### src/rtl/instr_sequencer_pkg.sv
// ==== instr_sequencer_pkg : shared word layout, opcodes and FSM states (rev 1.0) ====
`default_nettype none

package instr_sequencer_pkg;

  localparam int IW       = 15;
  localparam int HALT_BIT = 14;
  localparam int F_HI     = 13;
  localparam int F_LO     = 12;
  localparam int RX_HI    = 11;
  localparam int RX_LO    = 10;
  localparam int RY_HI    = 9;
  localparam int RY_LO    = 8;
  localparam int DATA_HI  = 7;
  localparam int DATA_LO  = 0;

  localparam logic [1:0] F_MV  = 2'b00;
  localparam logic [1:0] F_MVI = 2'b01;
  localparam logic [1:0] F_ADD = 2'b10;
  localparam logic [1:0] F_SUB = 2'b11;

  typedef logic [IW-1:0] word_t;

  typedef enum logic [2:0] {
    S_IDLE  = 3'd0,
    S_FETCH = 3'd1,
    S_ISSUE = 3'd2,
    S_WAIT  = 3'd3,
    S_HALT  = 3'd4,
    S_ERR   = 3'd5
  } state_t;

  function automatic word_t make_word(input logic halt, input logic [1:0] f,
                                      input logic [1:0] rx, input logic [1:0] ry,
                                      input logic [7:0] data);
    return {halt, f, rx, ry, data};
  endfunction

endpackage

`default_nettype wire

### src/rtl/instr_sequencer_if.sv
// ==== instr_sequencer_if : load/run control and proc-side bus of the sequencer (rev 1.0) ====
`default_nettype none

interface instr_sequencer_if #(parameter int AW = 4);
  import instr_sequencer_pkg::*;

  logic          start;
  logic          load_en;
  logic [AW-1:0] load_addr;
  word_t         load_word;
  logic          done;
  logic          w;
  logic [1:0]    f;
  logic [1:0]    rx;
  logic [1:0]    ry;
  logic [7:0]    data;
  logic [AW-1:0] pc;
  logic          busy;
  logic          halted;
  logic          error;

  modport master (
    output start, load_en, load_addr, load_word, done,
    input  w, f, rx, ry, data, pc, busy, halted, error
  );

  modport slave (
    input  start, load_en, load_addr, load_word, done,
    output w, f, rx, ry, data, pc, busy, halted, error
  );

endinterface

`default_nettype wire

### src/rtl/instr_sequencer_mem.sv
// ==== instr_mem : 2**AW x 15 program RAM, no reset (rev 1.0) ====
`default_nettype none

module instr_mem
  import instr_sequencer_pkg::*;
#(
  parameter int AW = 4
) (
  input  wire logic          clk,
  input  wire logic          wr_en,
  input  wire logic [AW-1:0] wr_addr,
  input  wire word_t         wr_data,
  input  wire logic [AW-1:0] rd_addr,
  output      word_t         rd_data
);

  word_t r_mem [2**AW];

  always_ff @(posedge clk) begin
    if (wr_en) r_mem[wr_addr] <= wr_data;
  end

  // The read is registered by the sequencer's IR, which keeps a reset value.
  assign rd_data = r_mem[rd_addr];

endmodule

`default_nettype wire

### src/rtl/instr_sequencer.sv
// ==== instr_sequencer : fetches program words and issues them to proc, one per Done (rev 1.0) ====
`default_nettype none

module instr_sequencer
  import instr_sequencer_pkg::*;
#(
  parameter int AW      = 4,
  parameter int TIMEOUT = 8
) (
  input wire logic       clk,
  input wire logic       rst_n,
  instr_sequencer_if.slave bus
);

  localparam int            TW      = $clog2(TIMEOUT + 1);
  localparam logic [AW-1:0] PC_LAST = '1;
  localparam logic [TW-1:0] T_LAST  = TW'(TIMEOUT - 1);

  state_t        r_state, w_state_n;
  logic [AW-1:0] r_pc, w_pc_n;
  logic [TW-1:0] r_timer, w_timer_n;
  word_t         r_ir, w_ir_n;
  logic          r_halted, w_halted_n;
  logic          r_error, w_error_n;
  word_t         w_rd_data;
  logic          w_busy;

  assign w_busy = (r_state == S_FETCH) || (r_state == S_ISSUE) || (r_state == S_WAIT);

  instr_mem #(.AW(AW)) u_mem (
    .clk     (clk),
    .wr_en   (bus.load_en && !w_busy),
    .wr_addr (bus.load_addr),
    .wr_data (bus.load_word),
    .rd_addr (r_pc),
    .rd_data (w_rd_data)
  );

  always_ff @(posedge clk or negedge rst_n) begin
    if (!rst_n) begin
      r_state  <= S_IDLE;
      r_pc     <= '0;
      r_timer  <= '0;
      r_ir     <= '0;
      r_halted <= 1'b0;
      r_error  <= 1'b0;
    end else begin
      r_state  <= w_state_n;
      r_pc     <= w_pc_n;
      r_timer  <= w_timer_n;
      r_ir     <= w_ir_n;
      r_halted <= w_halted_n;
      r_error  <= w_error_n;
    end
  end

  always_comb begin
    w_state_n  = r_state;
    w_pc_n     = r_pc;
    w_timer_n  = r_timer;
    w_ir_n     = r_ir;
    w_halted_n = r_halted;
    w_error_n  = r_error;
    case (r_state)
      S_IDLE, S_HALT, S_ERR: begin
        if (bus.start) begin
          w_pc_n     = '0;
          w_halted_n = 1'b0;
          w_error_n  = 1'b0;
          w_state_n  = S_FETCH;
        end
      end
      S_FETCH: begin
        w_ir_n    = w_rd_data;
        w_state_n = S_ISSUE;
      end
      S_ISSUE: begin
        if (r_ir[HALT_BIT]) begin
          w_halted_n = 1'b1;
          w_state_n  = S_HALT;
        end else begin
          w_timer_n  = '0;
          w_state_n  = S_WAIT;
        end
      end
      S_WAIT: begin
        // Done in the last allowed WAIT cycle still wins over the timeout.
        if (bus.done) begin
          if (r_pc == PC_LAST) begin
            w_halted_n = 1'b1;
            w_state_n  = S_HALT;
          end else begin
            w_pc_n     = r_pc + 1'b1;
            w_state_n  = S_FETCH;
          end
        end else if (r_timer == T_LAST) begin
          w_error_n = 1'b1;
          w_state_n = S_ERR;
        end else begin
          w_timer_n = r_timer + 1'b1;
        end
      end
      default: w_state_n = S_IDLE;
    endcase
  end

  assign bus.w      = (r_state == S_ISSUE) && !r_ir[HALT_BIT];
  assign bus.f      = r_ir[F_HI:F_LO];
  assign bus.rx     = r_ir[RX_HI:RX_LO];
  assign bus.ry     = r_ir[RY_HI:RY_LO];
  assign bus.data   = r_ir[DATA_HI:DATA_LO];
  assign bus.pc     = r_pc;
  assign bus.busy   = w_busy;
  assign bus.halted = r_halted;
  assign bus.error  = r_error;

endmodule

`default_nettype wire

### src/flat_wrapper.sv
// flat-port wrapper written by rule: the top's interface ports become plain ports
module instr_sequencer_flat import instr_sequencer_pkg::*;
#(
  parameter int AW      = 4,
  parameter int TIMEOUT = 8
)
  (clk, rst_n, bus_start, bus_load_en, bus_load_addr, bus_load_word, bus_done, bus_w, bus_f, bus_rx, bus_ry, bus_data, bus_pc, bus_busy, bus_halted, bus_error);
  instr_sequencer_if #(.AW(AW)) bus_i ();
  input wire logic clk;
  input wire logic rst_n;
  input wire logic [$bits(bus_i.start)-1:0] bus_start;
  input wire logic [$bits(bus_i.load_en)-1:0] bus_load_en;
  input wire logic [$bits(bus_i.load_addr)-1:0] bus_load_addr;
  input wire logic [$bits(bus_i.load_word)-1:0] bus_load_word;
  input wire logic [$bits(bus_i.done)-1:0] bus_done;
  output wire logic [$bits(bus_i.w)-1:0] bus_w;
  output wire logic [$bits(bus_i.f)-1:0] bus_f;
  output wire logic [$bits(bus_i.rx)-1:0] bus_rx;
  output wire logic [$bits(bus_i.ry)-1:0] bus_ry;
  output wire logic [$bits(bus_i.data)-1:0] bus_data;
  output wire logic [$bits(bus_i.pc)-1:0] bus_pc;
  output wire logic [$bits(bus_i.busy)-1:0] bus_busy;
  output wire logic [$bits(bus_i.halted)-1:0] bus_halted;
  output wire logic [$bits(bus_i.error)-1:0] bus_error;
  assign bus_i.start = bus_start;
  assign bus_i.load_en = bus_load_en;
  assign bus_i.load_addr = bus_load_addr;
  assign bus_i.load_word = bus_load_word;
  assign bus_i.done = bus_done;
  assign bus_w = bus_i.w;
  assign bus_f = bus_i.f;
  assign bus_rx = bus_i.rx;
  assign bus_ry = bus_i.ry;
  assign bus_data = bus_i.data;
  assign bus_pc = bus_i.pc;
  assign bus_busy = bus_i.busy;
  assign bus_halted = bus_i.halted;
  assign bus_error = bus_i.error;
  instr_sequencer #(.AW(AW), .TIMEOUT(TIMEOUT)) u_core (.clk(clk), .rst_n(rst_n), .bus(bus_i));
endmodule
### config.mk
export PLATFORM = sky130hd
export DESIGN_NAME = instr_sequencer_flat
export DESIGN_NICKNAME = d
export VERILOG_FILES = /design/src/rtl/instr_sequencer_pkg.sv /design/src/rtl/instr_sequencer_if.sv /design/src/rtl/instr_sequencer_mem.sv /design/src/rtl/instr_sequencer.sv /design/src/flat_wrapper.sv
export SDC_FILE = /design/constraint.sdc
export NUM_CORES = 1
export LEC_CHECK = 0
export ABC_AREA = 1
export CORE_MARGIN = 4
export CORE_UTILIZATION = 34
export CTS_BUF_LIST = sky130_fd_sc_hd__clkbuf_8
export DETAILED_ROUTE_END_ITERATION = 8
export GPL_ROUTABILITY_DRIVEN = 0
export SKIP_CTS_REPAIR_TIMING = 1
export SYNTH_ARGS = -nofsm -noshare
export SYNTH_HDL_FRONTEND = slang
export SYNTH_SLANG_ARGS = --single-unit
### constraint.sdc
create_clock -name clk -period 2.3 [get_ports clk]
set_input_delay 0.46 -clock clk [delete_from_list [all_inputs] [get_ports clk]]
set_output_delay 0.46 -clock clk [all_outputs]
set_load 0.02 [all_outputs]
Word level (Yosys, flattened, before mapping)
Memories as Yosys holds them, arrays and structs flattened. A register that Yosys moved wholly into a read port is not among the register bits.
Index checks and enable logic that the tools add are counted.
- register bits after elaboration: 13
- RAM bits: 240
- input port bits: 24
- memories kept: 1
- $add $sub $neg: 2
- equality and inequality tests: 17
- multiplexer cells: 24
- reduce and logical (&&, ||, !) cells: 17
- memory list (memory ; depth ; width ; read ports ; clocked after Yosys merged registers in ; write ports ; line ; text):
    u_core.u_mem.r_mem ; 16 ; 15 ; 1 ; 1 ; 1 ; instr_sequencer_mem.sv:17 ; word_t r_mem [2**AW];
- operators by type and width (cell ; count):
    $mux W4 ; 6
    $ne A2 B2 Y1 const B ; 8
    $pmux W4 S2 ; 2
    $mux W3 ; 5
    $pmux W3 S4 ; 1
    $reduce_and A4 Y1 ; 3
    $add A4 B1 Y4 const B ; 2
    $mux W1 ; 8
    $eq A3 B2 Y1 const B ; 2
    $eq A3 B3 Y1 const B ; 2
    $reduce_and A5 Y1 ; 1
    $eq A4 B3 Y1 const B ; 1
    $eq A4 B4 Y1 const B ; 1
    $reduce_bool A2 Y1 ; 2
    $eq A3 B1 Y1 const B ; 1
    $logic_not A1 Y1 ; 3
    $logic_not A3 Y1 ; 1
    $ne A3 B3 Y1 const B ; 1
    $pmux W1 S3 ; 1
    $reduce_bool A3 Y1 ; 1
    $reduce_or A3 Y1 ; 1
    $logic_and A1 B1 Y1 ; 2
    $logic_or A1 B1 Y1 ; 2
    $ne A2 B1 Y1 const B ; 1
    other kinds (2) ; 2

Logic depth before layout (Yosys ltp)
Gate-level depths: netlist (run 1).
- word-level depth: 7
- depth in mapped cells: 11
- mapped depth without buffers: 9

Hierarchy
Synthesis (run 1) repeated with hierarchy kept, for this count alone.
- cell total of the unflattened synthesis: 1174
- area total of the unflattened synthesis: 11756.3 sq um
- modules (own cells, without submodules) (module ; times used ; cells an instance ; area each (sq um) ; sequential area each (sq um)):
    instr_mem ; 1 ; 994 ; 10311.1 ; 7206.9
    instr_sequencer ; 1 ; 180 ; 1445.1 ; 700.7

Least setup slack after synthesis (run 1)
Ideal clock, no wire load.
- kind: flip-flop to flip-flop
- start: register u_core.r_state[1]
- end: memory u_core.u_mem.r_mem[12][0] (netlist bit) (enable)
- arrival time: 1.788 ns
- setup slack: 0.126 ns
- stages on the path, launching flop included: 6
- period minus slack after synthesis: 2.174 ns
- cell sequence: dfrtp_1 nand2_2 nand2_1 nor2_1 nand3_1 nor2_1
- word-level cells in the longest chain between the ends: 7
- elaborated cells between the ends (all ways): 9
- those cells by class: eq/ne (3); mux (2); reduce/logical (4)
- RTL lines (item ; line ; text):
    start, declared ; instr_sequencer.sv:19 ; state_t r_state, w_state_n;
    start signal, assigned ; instr_sequencer.sv:48 ; r_state <= w_state_n;
    $eq A3 B1 Y1 or $eq A3 B2 Y1 (tied branches) ; instr_sequencer.sv:28 ; assign w_busy = (r_state == S_FETCH) || (r_state == S_ISSUE) || (r_state == S_WAIT);
    $logic_or A1 B1 Y1 ; instr_sequencer.sv:28 ;
    $logic_or A1 B1 Y1 (*) ; instr_sequencer.sv:28 ;
    named net bus_busy ; flat_wrapper.sv:22 ; output wire logic [$bits(bus_i.busy)-1:0] bus_busy;
    $logic_not A1 Y1 (*) ; instr_sequencer.sv:32 ; .wr_en (bus.load_en && !w_busy),
    $logic_and A1 B1 Y1 (*) ; instr_sequencer.sv:32 ;
    $mux W1 (*) ; instr_sequencer_mem.sv:20 ; if (wr_en) r_mem[wr_addr] <= wr_data;
    $mux W1 (implied by the code) (*) ; instr_sequencer_mem.sv:20 ;
    end, declared ; instr_sequencer_mem.sv:17 ;
The timed path passes the listed nets; every way through them passes the cells marked *.

Worst setup path in the final report (run 1)
- start: register u_core.r_pc[1], in the netlist u_core.bus.pc[1]
- end: output port bus_pc[1]
- RTL lines (item ; line ; text):
    start, declared ; instr_sequencer.sv:20 ; logic [AW-1:0] r_pc, w_pc_n;
    start signal, assigned ; instr_sequencer.sv:49 ; r_pc <= w_pc_n;
    end, declared ; flat_wrapper.sv:21 ; output wire logic [$bits(bus_i.pc)-1:0] bus_pc;
No word-level cell between the ends.

==> metrics.cfg, run 1 <==
[clock_tree]
cts.sinks = 268
path_clk_slew_ns = 0.06
cts_inserted_buffers = 43
clk_root_buffer_cell = clkbuf_8
tritoncts_clock_tree = built
clk_lat_worst_skew_ns = 0.53
clock_tree.htree_level_count = 2
clock_path_buffers = 3

[power]
leakage_nw = 5.16
power_report.internal_total_mw = 9.12
p_total_mw = 14.0
sequential_cell_fraction_of_total_power = 0.413
power_density_mw_per_mm2 = 1070
vdd_ir_drop_max_mv = 0.532
switching_share = 0.350
power_switching_mw = 4.91
clock_power_share = 0.282
power.combinational.fraction = 0.304

[floorplan]
initial_utilization = 0.347
die_w_um = 189
num_rows = 65
die_outline_height_um = 189
ioPinCount = 46
die-area_mm2 = 0.0355
core-area_mm2 = 0.0319

[setup_path]
timing.critical_path.buf_inv = 1
reg2reg_slack_ns = 0.40
worstPathMaxFanout = 7
r2r_cells = 8
slowest_stage = clkdlybuf4s50_1
endpoint_kind = output port
worstSetupPathType = reg -> out
rr_endpoint = u_core.r_ir[0]
timing.critical_path.required_ns = 1.84
worstReg2RegStart = u_core.bus.pc[0]
worstPathCellList = clkdlybuf4s50_1
critPathTopFamily = buffers and inverters
slowest_delay_ns = 0.65
worst_setup_path_start_kind = register
critPathArrivalTime_ns = 1.67

[finish]
post_route_cells_drive_above_1_share = 0.130
utilization_after_layout = 0.413
layout-area-overhead-vs-synth_pct = 18.8
nNetsFinal = 1096
antenna-diode-count = 0

[sta]
accumulated_negative_setup_slack_ns = 0
grt_setup_unrepaired = false
setup_viol_count_final = 0
worst-slew-pin-transition_ns = 0.532
timing.slew.headroom = 0.645
fin_worst_skew_ns = 0.0253
layout_min_cycle_time_ns = 2.13
hold-worst-slack_ns = 0.319
finalHoldViolCount = 0
clock.fmax_ghz = 0.469
drv_slew = 0
finalCritPeriodShare = 0.928

[grt]
gr-usage-all-layers = 0.151
pin_count_of_the_biggest_net_entering_global_routing = 58
grt_pass1_vias = 7178
grt_antenna_before_repair = 0
global_route.overflow_total = 0
first_pass_grt_wire_length_um = 41800

[flow_run]
max_cap_violations = 0

[route]
drtPass1Iterations = 5
vias = 7343
drc_errors_left = 0
routed_wire_length_per_instance_um = 17.7
drt-initial-drc-count = 626
drtAntennaViolNets = 0
avgViaCountPerCell = 4.79
postRouteWirelength_um = 27100

[synthesis]
yosys_register_bits = 268
postSynthAreaPerCell_um2 = 11.3
netlist_area_mm2 = 0.0111
ys_warn_count = 0
netlist-cell-type-count = 31
ys_seq_area_frac = 0.714
post_synthesis_instance_total = 980
synth.net_count = 1006

[status]
status = complete, no violations

[min_path]
min-delay-path-class = in -> async

[placed_design]
total_of_buffers_placed_on_input_and_output_ports = 45
hpwlAfterDp_um = 18200

[cell usage after synthesis]
library cell,instances,share of area
inv_4,1,0.00057
mux2i_1,1,0.00090
nor2_1,41,0.014
o21ai_2,1,0.00079
xor2_1,1,0.00079
buf_2,22,0.0099
clkinv_1,1,0.00034
a22oi_1,1,0.00068
buf_1,2,0.00068
o31ai_1,2,0.0014
nor3_1,1,0.00045
dfrtp_1,28,0.063
nor2_2,1,0.00057
buf_6,9,0.0091
edfxtp_1,240,0.65
nand3_1,131,0.059
clkbuf_1,4,0.0014
inv_1,16,0.0054
inv_2,1,0.00034
nand2_1,404,0.14
ha_1,2,0.0023
o21ai_0,4,0.0018
nand2_4,1,0.0010
a21oi_1,33,0.015
o21ai_1,2,0.00090
nor2_8,1,0.0018
nand2_2,3,0.0017
nor2_4,1,0.0010
nand4_1,1,0.00057
buf_4,23,0.016
buf_8,1,0.0014
[through the flow]
step / worst slack (ns) / area, um2 / cells
global placement: 0.166 / 12300 / 1460
CTS: -0.205 / 13200 / 1534
global route: 0.0795 / 13200 / 1534
finish: 0.166 / 13200 / 1534
floorplan: 0.126 / 11100 / 980
detailed placement: 0.151 / 12300 / 1460
[how the worst max path moves through the flow]
| stage | startpoint | endpoint | cells after the start |
|---|---|---|---|
| 2_1_floorplan | u_core.r_state[1] | u_core.u_mem.r_mem[12][0] | 5 |
| 3_3_place_gp | bus_load_en | u_core.u_mem.r_mem[14][12] | 7 |
| 3_5_place_dp | bus_load_en | u_core.u_mem.r_mem[12][11] | 7 |
| 4_1_cts | u_core.r_state[0] | bus_w | 4 |
| 5_1_grt | u_core.r_state[1] | bus_w | 5 |
| 6_report | u_core.bus.pc[1] | bus_pc[1] | 1 |
[power groups by stage]
stage               clock network, mW  registers (mW)  logic [mW]
floorplan                           0            5.87        2.88
global placement                    0            5.89        4.24
detailed placement                  0            5.89        4.29
CTS                              4.06            5.79        4.30
global route                     4.32            5.83        4.75
finish                           3.96            5.80        4.27
[worst reg2reg max path, stage by stage (launching register included)]
cell and delay [ns]:
dfrtp_4 0.44, buf_12 0.26, buf_12 0.31, nand2_1 0.10, nand3_1 0.10, nand3_1 0.19, nand2_1 0.16, nand3_1 0.16
nand2_1 0.10
[cells in the final DEF, fill, tap and decap left out, drive strengths merged]
cell	instances
dfrtp	28
nor3	1
clkinv	13
nand2	408
clkbuf	45
o31ai	2
nor2	44
dlymetal6s2s	3
a21oi	33
o21ai	7
nand4	1
a22oi	1
xor2	1
edfxtp	240
clkdlybuf4s50	42
nand3	131
bufinv	3
buf	61
ha	2
inv	32
mux2i	1
[registers in the layout, summed over array words and instances, names as in the netlist]
name / count
u_core.u_mem.r_mem: 240
u_core.r_ir: 15
u_core.bus.pc: 4
u_core.r_timer: 4
u_core.r_state: 3
u_core.bus.error: 1
u_core.bus.halted: 1
[layer usage]
| metal | GRT usage | part of all wire | up-vias |
|---|---|---|---|
| met5 | 0 | 0 | - |
| met4 | 0.0370 | 0.018 | 0 |
| met3 | 0.0332 | 0.077 | 36 |
| met2 | 0.232 | 0.45 | 239 |
| met1 | 0.221 | 0.46 | 3558 |
| li1 | - | - | 3510 |
[area by class of cell]
cell class              count  area (um2)
clock inverters            29         203
well taps                 435         544
multi-input cells         632        2720
flip-flops and latches    268        7910
inverters                  19        73.8
clock buffers              45         619
fillers                  3065       18700
repair buffers            106        1090
[cell families (layout without fill, tap and decap cells)]
logic type               count (synthesis)  after routing  share of synthesized area
AND/OR/NAND/NOR                        585            585                      0.217
XOR/XNOR                                 1              1                   0.000791
buffers and inverters                   80            199                     0.0447
multiplexers                             1              1                   0.000904
AO/OA/AOI/OAI                           43             43                     0.0204
flip-flops                             268            268                      0.714
adder cells (fa/ha/maj)                  2              2                    0.00226
No activity file was read; power rests on OpenSTA's default activity.
==> run 2, diff against run 1 <==
--- a/config.mk
+++ b/config.mk
@@ -7,7 +7,7 @@
 export LEC_CHECK = 0
 export ABC_AREA = 1
 export CORE_MARGIN = 4
-export CORE_UTILIZATION = 34
+export CORE_UTILIZATION = 45
 export CTS_BUF_LIST = sky130_fd_sc_hd__clkbuf_8
 export DETAILED_ROUTE_END_ITERATION = 8
 export GPL_ROUTABILITY_DRIVEN = 0
==> metrics.cfg, run 2 (synthesis gave the netlist of run 1 again) <==
[sta]
drv_slew = 0  ; unchanged
accumulated_negative_setup_slack_ns = 0  ; unchanged
grt_setup_unrepaired = false  ; unchanged
setup_viol_count_final = 0  ; unchanged
hold-worst-slack_ns = 0.318  ; was 0.319 ns
fin_worst_skew_ns = 0.0224  ; was 0.0253 ns
setup_ws_ns = 0.144  ; was 0.166 ns
finalCritPeriodShare = 0.937  ; was 0.928
timing.slew.headroom = 0.535  ; was 0.645
clock.fmax_ghz = 0.464  ; was 0.469 GHz
finalHoldViolCount = 0  ; unchanged
layout_min_cycle_time_ns = 2.16  ; was 2.13 ns
worst-slew-pin-transition_ns = 0.695  ; was 0.532 ns

[min_path]
min-delay-path-class = in -> async  ; unchanged

[finish]
final_common_cell = nand2_1  ; unchanged
fillerInstances = 2161  ; was 3065
utilization_after_layout = 0.535  ; was 0.413
commonest_cells_after_routing_fill_and_taps_aside = 404 x nand2_1, 240 x edfxtp_1, 131 x nand3_1  ; unchanged
max_ffs_per_register = 240  ; unchanged
post_route_cells_drive_above_1_share = 0.128  ; was 0.130
final_cells = 1424  ; was 1534
antenna-diode-count = 0  ; unchanged
layout-area-overhead-vs-synth_pct = 17.2  ; was 18.8%
largest_register = u_core.u_mem.r_mem  ; unchanged
top_regs = u_core.u_mem.r_mem (240), u_core.r_ir (15)  ; unchanged
final_cell_area_mm2 = 0.0130  ; was 0.0132 mm2
nNetsFinal = 1089  ; was 1096

[grt]
pin_count_of_the_biggest_net_entering_global_routing = 110  ; was 58
global_route.overflow_total = 0  ; unchanged
grt_pass1_vias = 7128  ; was 7178
grt_antenna_before_repair = 0  ; unchanged
first_pass_grt_wire_length_um = 41000  ; was 41800 um
gr-usage-all-layers = 0.202  ; was 0.151

[power]
leakage_nw = 5.11  ; was 5.16 nW
p_total_mw = 13.8  ; was 14.0 mW
power_density_mw_per_mm2 = 1060  ; was 1070 mW/mm2
vdd_ir_drop_max_mv = 0.869  ; was 0.532 mV

[setup_path]
r2r_cells = 7  ; was 8
worstSetupPathType = reg -> reg  ; was reg -> out
critPathArrivalTime_ns = 2.39  ; was 1.67 ns
timing.critical_path.required_ns = 2.54  ; was 1.84 ns
worstPathMaxFanout = 15  ; was 7
endpoint_kind = register  ; was output port
worst_setup_path_start_kind = register  ; unchanged

[route]
drtAntennaViolNets = 0  ; unchanged
drt-initial-drc-count = 755  ; was 626
avgViaCountPerCell = 5.10  ; was 4.79
drtPass1Iterations = 5  ; unchanged
drc_errors_left = 0  ; unchanged
routed_wire_length_per_instance_um = 18.8  ; was 17.7 um
postRouteWirelength_um = 26800  ; was 27100 um
vias = 7256  ; was 7343

[flow_run]
max_cap_violations = 0  ; unchanged

[placed_design]
detailed_place.area_mm2 = 0.0121  ; was 0.0123 mm2
dp_worst_setup_slack_ns = -0.0887  ; was 0.151 ns
hpwlAfterDp_um = 17100  ; was 18200 um
post-place-cells = 1340  ; was 1460
total_of_buffers_placed_on_input_and_output_ports = 45  ; unchanged

[floorplan]
core-area_mm2 = 0.0242  ; was 0.0319 mm2
ioPinCount = 46  ; unchanged
initial_utilization = 0.457  ; was 0.347
die_w_um = 165  ; was 189 um
num_rows = 57  ; was 65
die_outline_height_um = 165  ; was 189 um
die-area_mm2 = 0.0272  ; was 0.0355 mm2

[clock_tree]
clock_tree.htree_level_count = 2  ; unchanged
clk_root_buffer_cell = clkbuf_8  ; unchanged
cts_inserted_buffers = 45  ; was 43
tritoncts_clock_tree = built  ; unchanged
clk_lat_worst_skew_ns = 0.55  ; was 0.53 ns
cts.sinks = 268  ; unchanged
clock_path_buffers = 3  ; unchanged
path_clk_slew_ns = 0.06  ; about the same

[status]
status = complete, no violations  ; unchanged

## run 2: report_power, final
part	switching [mW]	internal (mW)	leakage [nW]
Sequential	0.173	5.62	2.51
Clock	1.85	2.01	0.480
Combinational	2.89	1.29	2.12
Total	4.91	8.91	5.11
## run 2: critical path, stage by stage (launching register included)
cell,delay (ns)
dfrtp_1,0.42
nand2_2,0.17
nand2_1,0.09
nor2_1,0.31
buf_4,0.21
nand3_1,0.23
nor2_2,0.23
buf_12,0.18
## run 2: path summary, 6_finish.rpt
| path | endpoint | slack (ns) | start |
|---|---|---|---|
| setup / recovery | u_core.u_mem.r_mem[14][14] | 0.14 | u_core.r_state[1] |
| hold / removal | u_core.bus.pc[3] | 0.32 | rst_n |
| setup reg to reg | u_core.u_mem.r_mem[14][14] | 0.14 | u_core.r_state[1] |
| hold reg to reg | u_core.r_ir[0] | 0.48 | u_core.r_ir[0] |
| max in group asynchronous | u_core.bus.pc[0] | 1.67 | rst_n |
| min in group clk | u_core.r_ir[0] | 0.48 | u_core.r_ir[0] |
## run 2: layout make-up
cell class              count  area (um2)  area share
flip-flops and latches    268        7910       0.610
multi-input cells         632        2720       0.209
repair buffers             97        1030      0.0796
clock buffers              50         688      0.0530
well taps                 324         405      0.0312
clock inverters            34         151      0.0117
inverters                  19        73.8     0.00569
## run 2: per-layer routing
layer  track usage  share of wire  wire length (um)
met5             0              0                 0
met4        0.0733          0.033               895
met3        0.0329          0.052              1380
met2         0.330           0.48             12800
met1         0.274           0.44             11700
==> run 3, diff against run 2 <==
--- a/config.mk
+++ b/config.mk
@@ -6,6 +6,7 @@
 export NUM_CORES = 1
 export LEC_CHECK = 0
 export ABC_AREA = 1
+export CAP_MARGIN = 40
 export CORE_MARGIN = 4
 export CORE_UTILIZATION = 45
 export CTS_BUF_LIST = sky130_fd_sc_hd__clkbuf_8
==> results of run 3 <==
The final DEF is identical to that of run 2; final timing and power are the same.
